===== src/rtl/bandai2003_bank_sequencer.sv =====
// Host-side unlock handshake and bank-register (C0h-C3h) bus sequencer for the BANDAI2003 mapper.
// Define SO_CHECK_EN to verify the SO unlock signature and trap mismatches in an error state.
module bandai2003_bank_sequencer #(
  parameter int WR_CYC = 2,
  parameter int RD_CYC = 2
) (
  input  logic        CLK,
  input  logic        RST,
  input  logic        CMD_VALID,
  output logic        CMD_READY,
  input  logic        CMD_RD,
  input  logic [1:0]  CMD_SEL,
  input  logic [7:0]  CMD_DATA,
  output logic        RSP_VALID,
  output logic [7:0]  RSP_DATA,
  output logic        UNLOCKED,
  output logic        ERR,
  output logic [31:0] SHADOW,
  input  logic        SO,
  output logic        CEn,
  output logic        WEn,
  output logic        OEn,
  output logic        SSn,
  output logic [7:0]  ADDR,
  output logic [7:0]  DQ_O,
  input  logic [7:0]  DQ_I,
  output logic        DQ_OE
);

  localparam logic [17:0] SO_SIG = 18'h05140;
  localparam int SO_LEN  = 18;
  localparam int CNT_MAX = (WR_CYC > RD_CYC) ? ((WR_CYC > SO_LEN) ? WR_CYC : SO_LEN)
                                             : ((RD_CYC > SO_LEN) ? RD_CYC : SO_LEN);
  localparam int CNT_W   = $clog2(CNT_MAX + 1);
  localparam logic [CNT_W-1:0] SO_LAST = CNT_W'(SO_LEN - 1);
  localparam logic [CNT_W-1:0] WR_LAST = CNT_W'(WR_CYC - 1);
  localparam logic [CNT_W-1:0] RD_LAST = CNT_W'(RD_CYC - 1);
  localparam logic [7:0] ADDR_IDLE = 8'hFF;

  typedef enum logic [3:0] {RST_S, ACK, NAK, SO_CHK, IDLE, WR, WH, RD, ERRS} state_t;

  state_t           state_reg;
  logic [CNT_W-1:0] cnt_reg;
  logic             cen_reg, wen_reg, oen_reg, dq_oe_reg;
  logic [7:0]       addr_reg, dq_o_reg;
  logic             ready_reg, rsp_valid_reg, unlocked_reg;
  logic [7:0]       rsp_data_reg;
  logic [1:0]       sel_reg;
  logic [7:0]       shadow_reg [4];

`ifdef SO_CHECK_EN
  logic err_reg;
  logic so_exp;
  logic so_miss;
  assign so_exp  = SO_SIG[cnt_reg[4:0]];
  assign so_miss = (SO != so_exp);
  assign ERR     = err_reg;
`else
  logic unused_so;
  assign unused_so = SO;
  assign ERR       = 1'b0;
`endif

  always_ff @(posedge CLK) begin
    if (RST) begin
      state_reg     <= RST_S;
      cnt_reg       <= '0;
      cen_reg       <= 1'b1;
      wen_reg       <= 1'b1;
      oen_reg       <= 1'b1;
      dq_oe_reg     <= 1'b0;
      addr_reg      <= ADDR_IDLE;
      dq_o_reg      <= 8'h00;
      ready_reg     <= 1'b0;
      rsp_valid_reg <= 1'b0;
      rsp_data_reg  <= 8'h00;
      unlocked_reg  <= 1'b0;
      sel_reg       <= 2'd0;
      for (int i = 0; i < 4; i++) shadow_reg[i] <= 8'hFF;
`ifdef SO_CHECK_EN
      err_reg       <= 1'b0;
`endif
    end else begin
      rsp_valid_reg <= 1'b0;
      case (state_reg)
        RST_S: begin
          state_reg <= ACK;
          addr_reg  <= 8'h5A;
        end
        ACK: begin
          state_reg <= NAK;
          addr_reg  <= 8'hA5;
        end
        // The mapper loads its signature shift register on the edge leaving NAK.
        NAK: begin
          state_reg <= SO_CHK;
          addr_reg  <= ADDR_IDLE;
          cnt_reg   <= '0;
        end
        SO_CHK: begin
`ifdef SO_CHECK_EN
          if (so_miss) err_reg <= 1'b1;
          if (cnt_reg == SO_LAST) begin
            if (err_reg || so_miss) begin
              state_reg <= ERRS;
            end else begin
              state_reg    <= IDLE;
              unlocked_reg <= 1'b1;
              ready_reg    <= 1'b1;
            end
          end else begin
            cnt_reg <= cnt_reg + 1'b1;
          end
`else
          if (cnt_reg == SO_LAST) begin
            state_reg    <= IDLE;
            unlocked_reg <= 1'b1;
            ready_reg    <= 1'b1;
          end else begin
            cnt_reg <= cnt_reg + 1'b1;
          end
`endif
        end
        IDLE: begin
          if (CMD_VALID) begin
            ready_reg <= 1'b0;
            sel_reg   <= CMD_SEL;
            addr_reg  <= {6'b110000, CMD_SEL};
            cen_reg   <= 1'b0;
            cnt_reg   <= '0;
            if (CMD_RD) begin
              state_reg <= RD;
              oen_reg   <= 1'b0;
            end else begin
              state_reg <= WR;
              wen_reg   <= 1'b0;
              dq_oe_reg <= 1'b1;
              dq_o_reg  <= CMD_DATA;
            end
          end
        end
        WR: begin
          if (cnt_reg == WR_LAST) begin
            state_reg           <= WH;
            wen_reg             <= 1'b1;
            shadow_reg[sel_reg] <= dq_o_reg;
          end else begin
            cnt_reg <= cnt_reg + 1'b1;
          end
        end
        // Data and chip enable stay valid one cycle past the WEn rise for hold time.
        WH: begin
          state_reg <= IDLE;
          cen_reg   <= 1'b1;
          dq_oe_reg <= 1'b0;
          addr_reg  <= ADDR_IDLE;
          ready_reg <= 1'b1;
        end
        RD: begin
          if (cnt_reg == RD_LAST) begin
            state_reg     <= IDLE;
            oen_reg       <= 1'b1;
            cen_reg       <= 1'b1;
            addr_reg      <= ADDR_IDLE;
            rsp_data_reg  <= DQ_I;
            rsp_valid_reg <= 1'b1;
            ready_reg     <= 1'b1;
          end else begin
            cnt_reg <= cnt_reg + 1'b1;
          end
        end
        ERRS: begin
          ready_reg <= 1'b0;
        end
        default: begin
          state_reg <= RST_S;
        end
      endcase
    end
  end

  for (genvar gi = 0; gi < 4; gi++) begin : g_shadow
    assign SHADOW[gi*8 +: 8] = shadow_reg[gi];
  end

  assign CMD_READY = ready_reg;
  assign RSP_VALID = rsp_valid_reg;
  assign RSP_DATA  = rsp_data_reg;
  assign UNLOCKED  = unlocked_reg;
  assign CEn       = cen_reg;
  assign WEn       = wen_reg;
  assign OEn       = oen_reg;
  assign SSn       = 1'b1;
  assign ADDR      = addr_reg;
  assign DQ_O      = dq_o_reg;
  assign DQ_OE     = dq_oe_reg;

endmodule


===== config.mk =====
export PLATFORM = sky130hd
export DESIGN_NAME = bandai2003_bank_sequencer
export DESIGN_NICKNAME = d
export VERILOG_FILES = /design/src/rtl/bandai2003_bank_sequencer.sv
export SDC_FILE = /design/constraint.sdc
export NUM_CORES = 1
export LEC_CHECK = 0
export CAP_MARGIN = 40
export CORE_MARGIN = 2
export CORE_UTILIZATION = 30
export DETAILED_ROUTE_END_ITERATION = 10
export DONT_BUFFER_PORTS = 1
export PLACE_DENSITY = 0.54
export SLEW_MARGIN = 40
export SYNTH_ARGS = -nofsm -noshare
export SYNTH_HDL_FRONTEND = slang
export SYNTH_SLANG_ARGS = --single-unit

===== constraint.sdc =====
create_clock -name CLK -period 2.6 [get_ports CLK]
set_input_delay 0.52 -clock CLK [delete_from_list [all_inputs] [get_ports CLK]]
set_output_delay 0.52 -clock CLK [all_outputs]
set_load 0.05 [all_outputs]

==> results of run 1 <==
## worst max path at each step
| stage | startpoint | endpoint | cells past startpoint |
|---|---|---|---|
| floorplan | cnt_reg[0]$_SDFFE_PP0P_ | shadow_reg[1][0]$_SDFFCE_PN1P_ | 7 |
| global route | cnt_reg[0]$_SDFFE_PP0P_ | shadow_reg[2][4]$_SDFFCE_PN1P_ | 5 |
| CTS | cnt_reg[0]$_SDFFE_PP0P_ | shadow_reg[2][6]$_SDFFCE_PN1P_ | 5 |
| global placement | cnt_reg[0]$_SDFFE_PP0P_ | shadow_reg[2][0]$_SDFFCE_PN1P_ | 5 |
| detailed placement | cnt_reg[0]$_SDFFE_PP0P_ | shadow_reg[2][6]$_SDFFCE_PN1P_ | 5 |
| finish | cnt_reg[0]$_SDFFE_PP0P_ | shadow_reg[1][1]$_SDFFCE_PN1P_ | 5 |
## kinds of logic (layout without fill, tap and decap cells)
logic type               count (synthesis)  in the layout  share of synthesized area
AO/OA/AOI/OAI                           49             49                      0.112
XOR/XNOR                                 2              2                    0.00585
adder cells (fa/ha/maj)                  2              2                    0.00835
buffers and inverters                   27             33                     0.0422
flip-flops                              71             71                      0.581
multiplexers                            13             13                     0.0434
other                                    2              2                    0.00251
AND/OR/NAND/NOR                        102            102                      0.204
## cell type report
| type | instances | area share |
|---|---|---|
| clock buffer | 10 | 0.0383 |
| inverter | 7 | 0.00788 |
| sequential | 71 | 0.522 |
| timing repair buffer | 10 | 0.0225 |
| multi-input combinational | 170 | 0.339 |
| clock inverter | 6 | 0.0203 |
| tap | 133 | 0.0499 |
## worst reg2reg max path: cells and delay by family (launching register included)
| family | cells | cell delay (ns) |
|---|---|---|
| flip-flops | 1 | 0.41 |
| AND/OR/NAND/NOR | 4 | 1.26 |
| adder cells (fa/ha/maj) | 1 | 0.20 |
## per-stage QoR
| step | hold WS, ns | util | total power, mW | instances | instance area (um^2) |
|---|---|---|---|---|---|
| global placement | 0.483 | 0.322 | 1.36 | 391 | 3140 |
| CTS | 0.219 | 0.342 | 2.25 | 407 | 3330 |
| floorplan | 0.473 | - | 1.34 | 268 | 3000 |
| detailed placement | 0.488 | 0.322 | 1.36 | 391 | 3140 |
| global route | 0.211 | 0.343 | 2.31 | 407 | 3340 |
| finish | 0.238 | 0.343 | 2.22 | 407 | 3340 |
## synth_stat cells, types with 5 or more instances
| cell | n |
|---|---|
| dfxtp_1 | 39 |
| edfxtp_1 | 32 |
| a21oi_1 | 17 |
| nor2_1 | 17 |
| or2_2 | 17 |
| clkbuf_1 | 13 |
| mux2i_1 | 13 |
| nand2b_1 | 11 |
| nand2_1 | 9 |
| a22o_1 | 8 |
| o21ai_0 | 8 |
| or2_1 | 8 |
| inv_1 | 7 |
| nand3_1 | 7 |
| nor2b_1 | 6 |
| nand3b_1 | 5 |
## report_power, final
group	internal [mW]	switching, mW
sequential	1.17	0.0297
combinational	0.0386	0.0944
clock	0.449	0.430
## per-layer routing
layer | routed length, um | up-vias
li1 | - | 949
met1 | 2990 | 924
met3 | 380 | 8
met2 | 3320 | 64
met5 | 0 | -
met4 | 67 | 0
==> run metrics, run 1 <==
worst path required time 2.62 ns; most frequent cells in the layout dfxtp_1 (39), edfxtp_1 (32), nor2_1 (17), or2_2 (17), a21oi_1 (16); Final nets 294; final hold vios 0; Synth area leaders edfxtp_1 (32%), dfxtp_1 (26%), mux2i_1 (4.3%); first-pass GRT wire length 10500 um; drt drc 0; slowest stage delay, CP 0.51 ns; Global Route Usage Sum 0.127; Yosys top cell by area edfxtp_1; Max Cap Violations 0; gr ovfl total 0; CTS tree built; RR Startpoint cnt_reg[0]$_SDFFE_PP0P_; Post-Synthesis Net Count 293; Max IR drop VDD 0.267 mV; EDFF count, synth 32; status complete, no violations; Root Buffer clkbuf_8; vias per inst 4.78; Fmax 0.457 GHz; asr flop ratio synth 0; period utilization 0.841; GRT met3 Usage 0.0445; register area 0.00174 mm^2; Max transition margin 0.509; Routed Antenna Nets 0; synthesized area per cell 11.2 um^2; die area 0.0108 mm^2; skew final 0.00978 ns; delay-heaviest family, CP simple AND/OR/NAND/NOR gates; worst slew pin tran 0.727 ns; initial antenna violation count 0; Resize count post-CTS 0; CP max stage cell or3b_1; R2R setup slack 0.41 ns; Setup Viol. Count Final 0; Seq/Total Area, Yosys 0.581; Multi-input gate area 0.00113 mm^2; flops & latches, synth 71; HP Class in2reg; M2 GR Usage 0.215; worst r2r path cells 5; starting density of the core 0.308; largest net degree at the start of global routing 31; PD cells 664 mW/mm^2; reg2reg end shadow_reg[1][1]$_SDFFCE_PN1P_; Horiz. Die Dim 104 um; # port buffers 0; Site Rows 36; later-pin clock latency in the skew report 0.34 ns; top-area cell type share of the netlist area 0.321; Antenna diodes 0; Ys Warns 0; H-tree depth 3; max-slew violations 0; crit start category flop; HP Start RST; core area 0.00973 mm^2; Clock Pin Slew Worst Setup and Hold Paths 0.08 ns; busiest grt layer met2; cts bufs inserted 9; GPL Wtd Cong 0.715; Syn Inst Count 268; WL/cell 16.6 um; pre-CTS WS 0.409 ns; vias in the first global route 1863; initial DRC count 94; clk buf depth 2; routed vias 1945; unrepaired setup endpoints after global routing no; Die Span Y 104 um; Leak 1.01 nW; setup TNS 0 ns; hpwl dp 4730 um; setup bufs post-CTS 0; Final min period 2.19 ns; commonest non-fill, non-tap cell in the layout dfxtp_1; Worst Path Max Fanout 9; CP arrival 2.20 ns; Crit Path Class reg2reg; Most used DFF post-synth dfxtp_1; final wirelength 6750 um; share of layout cells above drive strength 1 0.186; WHS Path Cells 1; Worst Path Buf+Inv 0; number of distinct library cells after synthesis 50; Synth-to-Final Area Change 11.4%; CTS Sinks 71; CP Cell Sequence ha_1 -> nor3b_4 -> nand4_2 -> or3b_1 -> nand2_1; First-pass DRT Iterations 4; Filler cells 1034; hold path endpoint UNLOCKED$_SDFFE_PP0N_; max reg flops 32; met1 Use GR 0.152; Post-CTS Hold Buffers 0; Mapped Area 0.00300 mm^2; final worst setup slack 0.414 ns; crit end category flop; I/O Pins 88
(Power assumes the default switching activity.)
==> run 2: changes to the inputs <==
==> constraint.sdc (replaced) <==
create_clock -name CLK -period 2.2 [get_ports CLK]
set_input_delay 0.44 -clock CLK [delete_from_list [all_inputs] [get_ports CLK]]
set_output_delay 0.44 -clock CLK [all_outputs]
set_load 0.05 [all_outputs]
==> run metrics, run 2 (synthesis results as in run 1) <==
die area 0.0108 mm^2; Crit. path cell count 5; initial DRC count 98; First-pass DRT Iterations 4; Routed Antenna Nets 0; period utilization 0.923; worst r2r path cells 5; Global Route Usage Sum 0.130; final core utilization 0.343; Clock Pin Slew Worst Setup and Hold Paths 0.08 ns; worst slew pin tran 0.733 ns; Crit Path Class reg2reg; Site Rows 36; HP Class in2reg; R2R setup slack 0.17 ns; final wirelength 6830 um; final worst setup slack 0.169 ns; CTS tree built; Die Span Y 104 um; commonest non-fill, non-tap cell in the layout dfxtp_1; Final min period 2.03 ns; first-pass GRT wire length 10700 um; drt drc 0; vias in the first global route 1936; status complete, no violations; share of layout cells above drive strength 1 0.202; Non-Filler Instances 410; crit start category flop; CTS Sinks 71; Final nets 297; Synth-to-Final Area Change 11.3%; Worst Path Max Fanout 9; placed insts 394; CP max stage cell or3b_1; most frequent cells in the layout dfxtp_1 (39), edfxtp_1 (32), nor2_1 (17), or2_2 (17), a21oi_1 (17); routed vias 1992; starting density of the core 0.308; Antenna diodes 0; hpwl dp 4740 um; Max Cap Violations 0; slowest stage delay, CP 0.51 ns; later-pin clock latency in the skew report 0.35 ns; final hold vios 0; initial antenna violation count 0; core area 0.00973 mm^2; WL/cell 16.7 um; crit end category flop; GPL Wtd Cong 0.737; CP Cell Sequence ha_1 -> nor3b_4 -> nand4_2 -> or3b_1 -> nand2_2; delay-heaviest family, CP simple AND/OR/NAND/NOR gates; Max transition margin 0.510; largest net degree at the start of global routing 31; gr ovfl total 0; Final Total Pwr 2.50 mW; Max IR drop VDD 0.258 mV; I/O Pins 88; worst path required time 2.25 ns; Fmax 0.492 GHz; H-tree depth 3; max reg flops 32; Horiz. Die Dim 104 um; vias per inst 4.86; CP arrival 2.08 ns; unrepaired setup endpoints after global routing no; PD cells 749 mW/mm^2; setup TNS 0 ns; skew final 0.0108 ns; Post-CTS Hold Buffers 0; Root Buffer clkbuf_8; pre-CTS WS 0.0610 ns; Worst Path Buf+Inv 0; # port buffers 0; cts bufs inserted 9; Setup Viol. Count Final 0; WHS Path Cells 1; clk buf depth 2; max-slew violations 0; Leak 1.02 nW
[run 2: worst paths after layout]
check,from,endpoint
setup / recovery,cnt_reg[0]$_SDFFE_PP0P_,shadow_reg[1][7]$_SDFFCE_PN1P_
hold / removal,RST,UNLOCKED$_SDFFE_PP0N_
setup reg to reg,cnt_reg[0]$_SDFFE_PP0P_,shadow_reg[1][7]$_SDFFCE_PN1P_
hold reg to reg,cnt_reg[1]$_SDFFE_PP0P_,cnt_reg[1]$_SDFFE_PP0P_
[run 2: per-layer routing]
metal | track usage | part of all wire
met1 | 0.152 | 0.44
met2 | 0.211 | 0.48
met3 | 0.0501 | 0.065
met4 | 0.0560 | 0.017
met5 | 0 | 0
[run 2: repair_timing]
action | CTS | global route
gates resized for setup | 0 | 3
buffers inserted | 0 | 0
endpoints found under the setup margin | 0 | 21
[run 2: final cells by class]
class,instances,area [um^2]
fillers,1046,6400
flip-flops and latches,71,1740
multi-input cells,170,1130
well taps,133,166
clock buffers,11,131
repair buffers,13,97.6
clock inverters,5,35.0
inverters,7,26.3
[run 2: metrics by stage]
stage / area (um^2) / hold WS [ns]
3_3_place_gp: 3160 / 0.485
6_report: 3330 / 0.151
4_1_cts: 3330 / 0.126
3_5_place_dp: 3160 / 0.502
5_1_grt: 3330 / 0.121
2_1_floorplan: 3000 / 0.473
[run 2: where the power goes]
part	leakage, nW	internal, mW	switching (mW)
registers	0.533	1.39	0.0379
logic	0.401	0.0473	0.108
clock network	0.0837	0.412	0.503
==> run 3: changes to the inputs <==
--- a/config.mk
+++ b/config.mk
@@ -9,8 +9,8 @@
 export CORE_MARGIN = 2
 export CORE_UTILIZATION = 30
 export DETAILED_ROUTE_END_ITERATION = 10
-export DONT_BUFFER_PORTS = 1
-export PLACE_DENSITY = 0.54
+export HOLD_SLACK_MARGIN = 0.06
+export PLACE_DENSITY = 0.65
 export SLEW_MARGIN = 40
 export SYNTH_ARGS = -nofsm -noshare
 export SYNTH_HDL_FRONTEND = slang
==> run metrics, run 3 (synthesis results as in run 1) <==
status complete, no violations; routed vias 2331; Clock Pin Slew Worst Setup and Hold Paths 0.07 ns; worst slew pin tran 0.546 ns; Max IR drop VDD 0.330 mV; Crit Path Class reg2out; WL/cell 14.5 um; Global Route Usage Sum 0.138; drt drc 0; Max transition margin 0.635; CTS Sinks 71; HP Class reg2reg; Worst Path Buf+Inv 1; final wirelength 7260 um; Multi-input gate area 0.00113 mm^2; WHS 0.443 ns; CTS tree built; max reg flops 32; CP arrival 1.68 ns; most frequent cells in the layout clkdlybuf4s50_1 (84), dfxtp_1 (39), edfxtp_1 (32); crit end category primary output; unrepaired setup endpoints after global routing no; Site Rows 36; share of layout cells above drive strength 1 0.171; Die Span Y 104 um; initial antenna violation count 0; Fmax 0.472 GHz; I/O Pins 88; worst path required time 1.76 ns; slowest stage delay, CP 0.87 ns; Setup Viol. Count Final 0; Final nets 389; die area 0.0108 mm^2; delay-heaviest family, CP buffers and inverters; Root Buffer clkbuf_8; Placement Cell Area 0.00407 mm^2; Antenna diodes 0; starting density of the core 0.308; H-tree depth 3; gr ovfl total 0; Routed Antenna Nets 0; commonest non-fill, non-tap cell in the layout clkdlybuf4s50_1; core area 0.00973 mm^2; first-pass GRT wire length 11800 um; period utilization 0.963; CP Cell Sequence clkdlybuf4s50_1; Horiz. Die Dim 104 um; hpwl dp 5200 um; largest net degree at the start of global routing 30; clk buf depth 2; crit start category flop; register area 0.00174 mm^2; vias per inst 4.64; vias in the first global route 2282; Filler cells 957; max-slew violations 0; final hold vios 0; GPL Wtd Cong 0.793; Final Cell Area 0.00430 mm^2; # port buffers 84; Synth-to-Final Area Change 43.5%; Max Cap Violations 0; skew final 0.0105 ns; cts bufs inserted 9; Worst Path Max Fanout 6; initial DRC count 107; Final min period 2.12 ns; PD cells 660 mW/mm^2; First-pass DRT Iterations 4; Leak 1.43 nW; CP max stage cell clkdlybuf4s50_1; later-pin clock latency in the skew report 0.35 ns
## run 3: stage by stage
| step | worst slack [ns] | setup TNS (ns) | utilization | total power [mW] | instances |
|---|---|---|---|---|---|
| final | 0.0807 | 0 | 0.442 | 2.84 | 502 |
| after global routing | 0.000810 | 0 | 0.442 | 2.95 | 502 |
| after CTS | 0.0437 | 0 | 0.441 | 2.88 | 502 |
| after detailed placement | -0.141 | -1.67 | 0.419 | 1.69 | 486 |
| after global placement | -0.101 | -1.11 | 0.419 | 1.69 | 486 |
| after floorplan | 0.0657 | 0 | - | 1.59 | 268 |
## run 3: power breakdown
group / total [mW] / internal (mW) / leakage, nW / switching (mW)
combinational: 0.266 / 0.106 / 0.784 / 0.159
clock: 1.17 / 0.672 / 0.110 / 0.500
sequential: 1.40 / 1.39 / 0.533 / 0.00911
total: 2.84 / 2.17 / 1.43 / 0.669
## run 3: final cells by class
cell class | instances | share of cell area
Sequential cell | 71 | 0.405
Multi-Input combinational cell | 170 | 0.263
Timing Repair Buffer | 105 | 0.235
Tap cell | 133 | 0.0387
Clock buffer | 11 | 0.0329
Clock inverter | 5 | 0.0189
Inverter | 7 | 0.00611
## run 3: worst paths after layout
| kind | from | to | slack, ns | cells after the start |
|---|---|---|---|---|
| setup / recovery | DQ_O[0]$_SDFFE_PP0P_ | DQ_O[0] | 0.08 | 1 |
| setup reg to reg | cnt_reg[0]$_SDFFE_PP0P_ | shadow_reg[2][7]$_SDFFCE_PN1P_ | 0.12 | 5 |
| hold reg to reg | OEn$_SDFFE_PP1P_ | OEn$_SDFFE_PP1P_ | 0.44 | 2 |
| hold / removal | OEn$_SDFFE_PP1P_ | OEn$_SDFFE_PP1P_ | 0.44 | 2 |
## run 3: layer usage
metal,GRT usage,vias to the layer above,share of wire
li1,-,1135,-
met1,0.169,1116,0.45
met2,0.232,72,0.48
met3,0.0470,8,0.056
met4,0.0347,0,0.0066
met5,0,-,0
## run 3: repair_timing
item / in CTS / in global routing
setup buffers: 0 / 0
hold buffers: 0 / 0
setup endpoints to repair: 0 / 8
gates resized for setup: 0 / 1
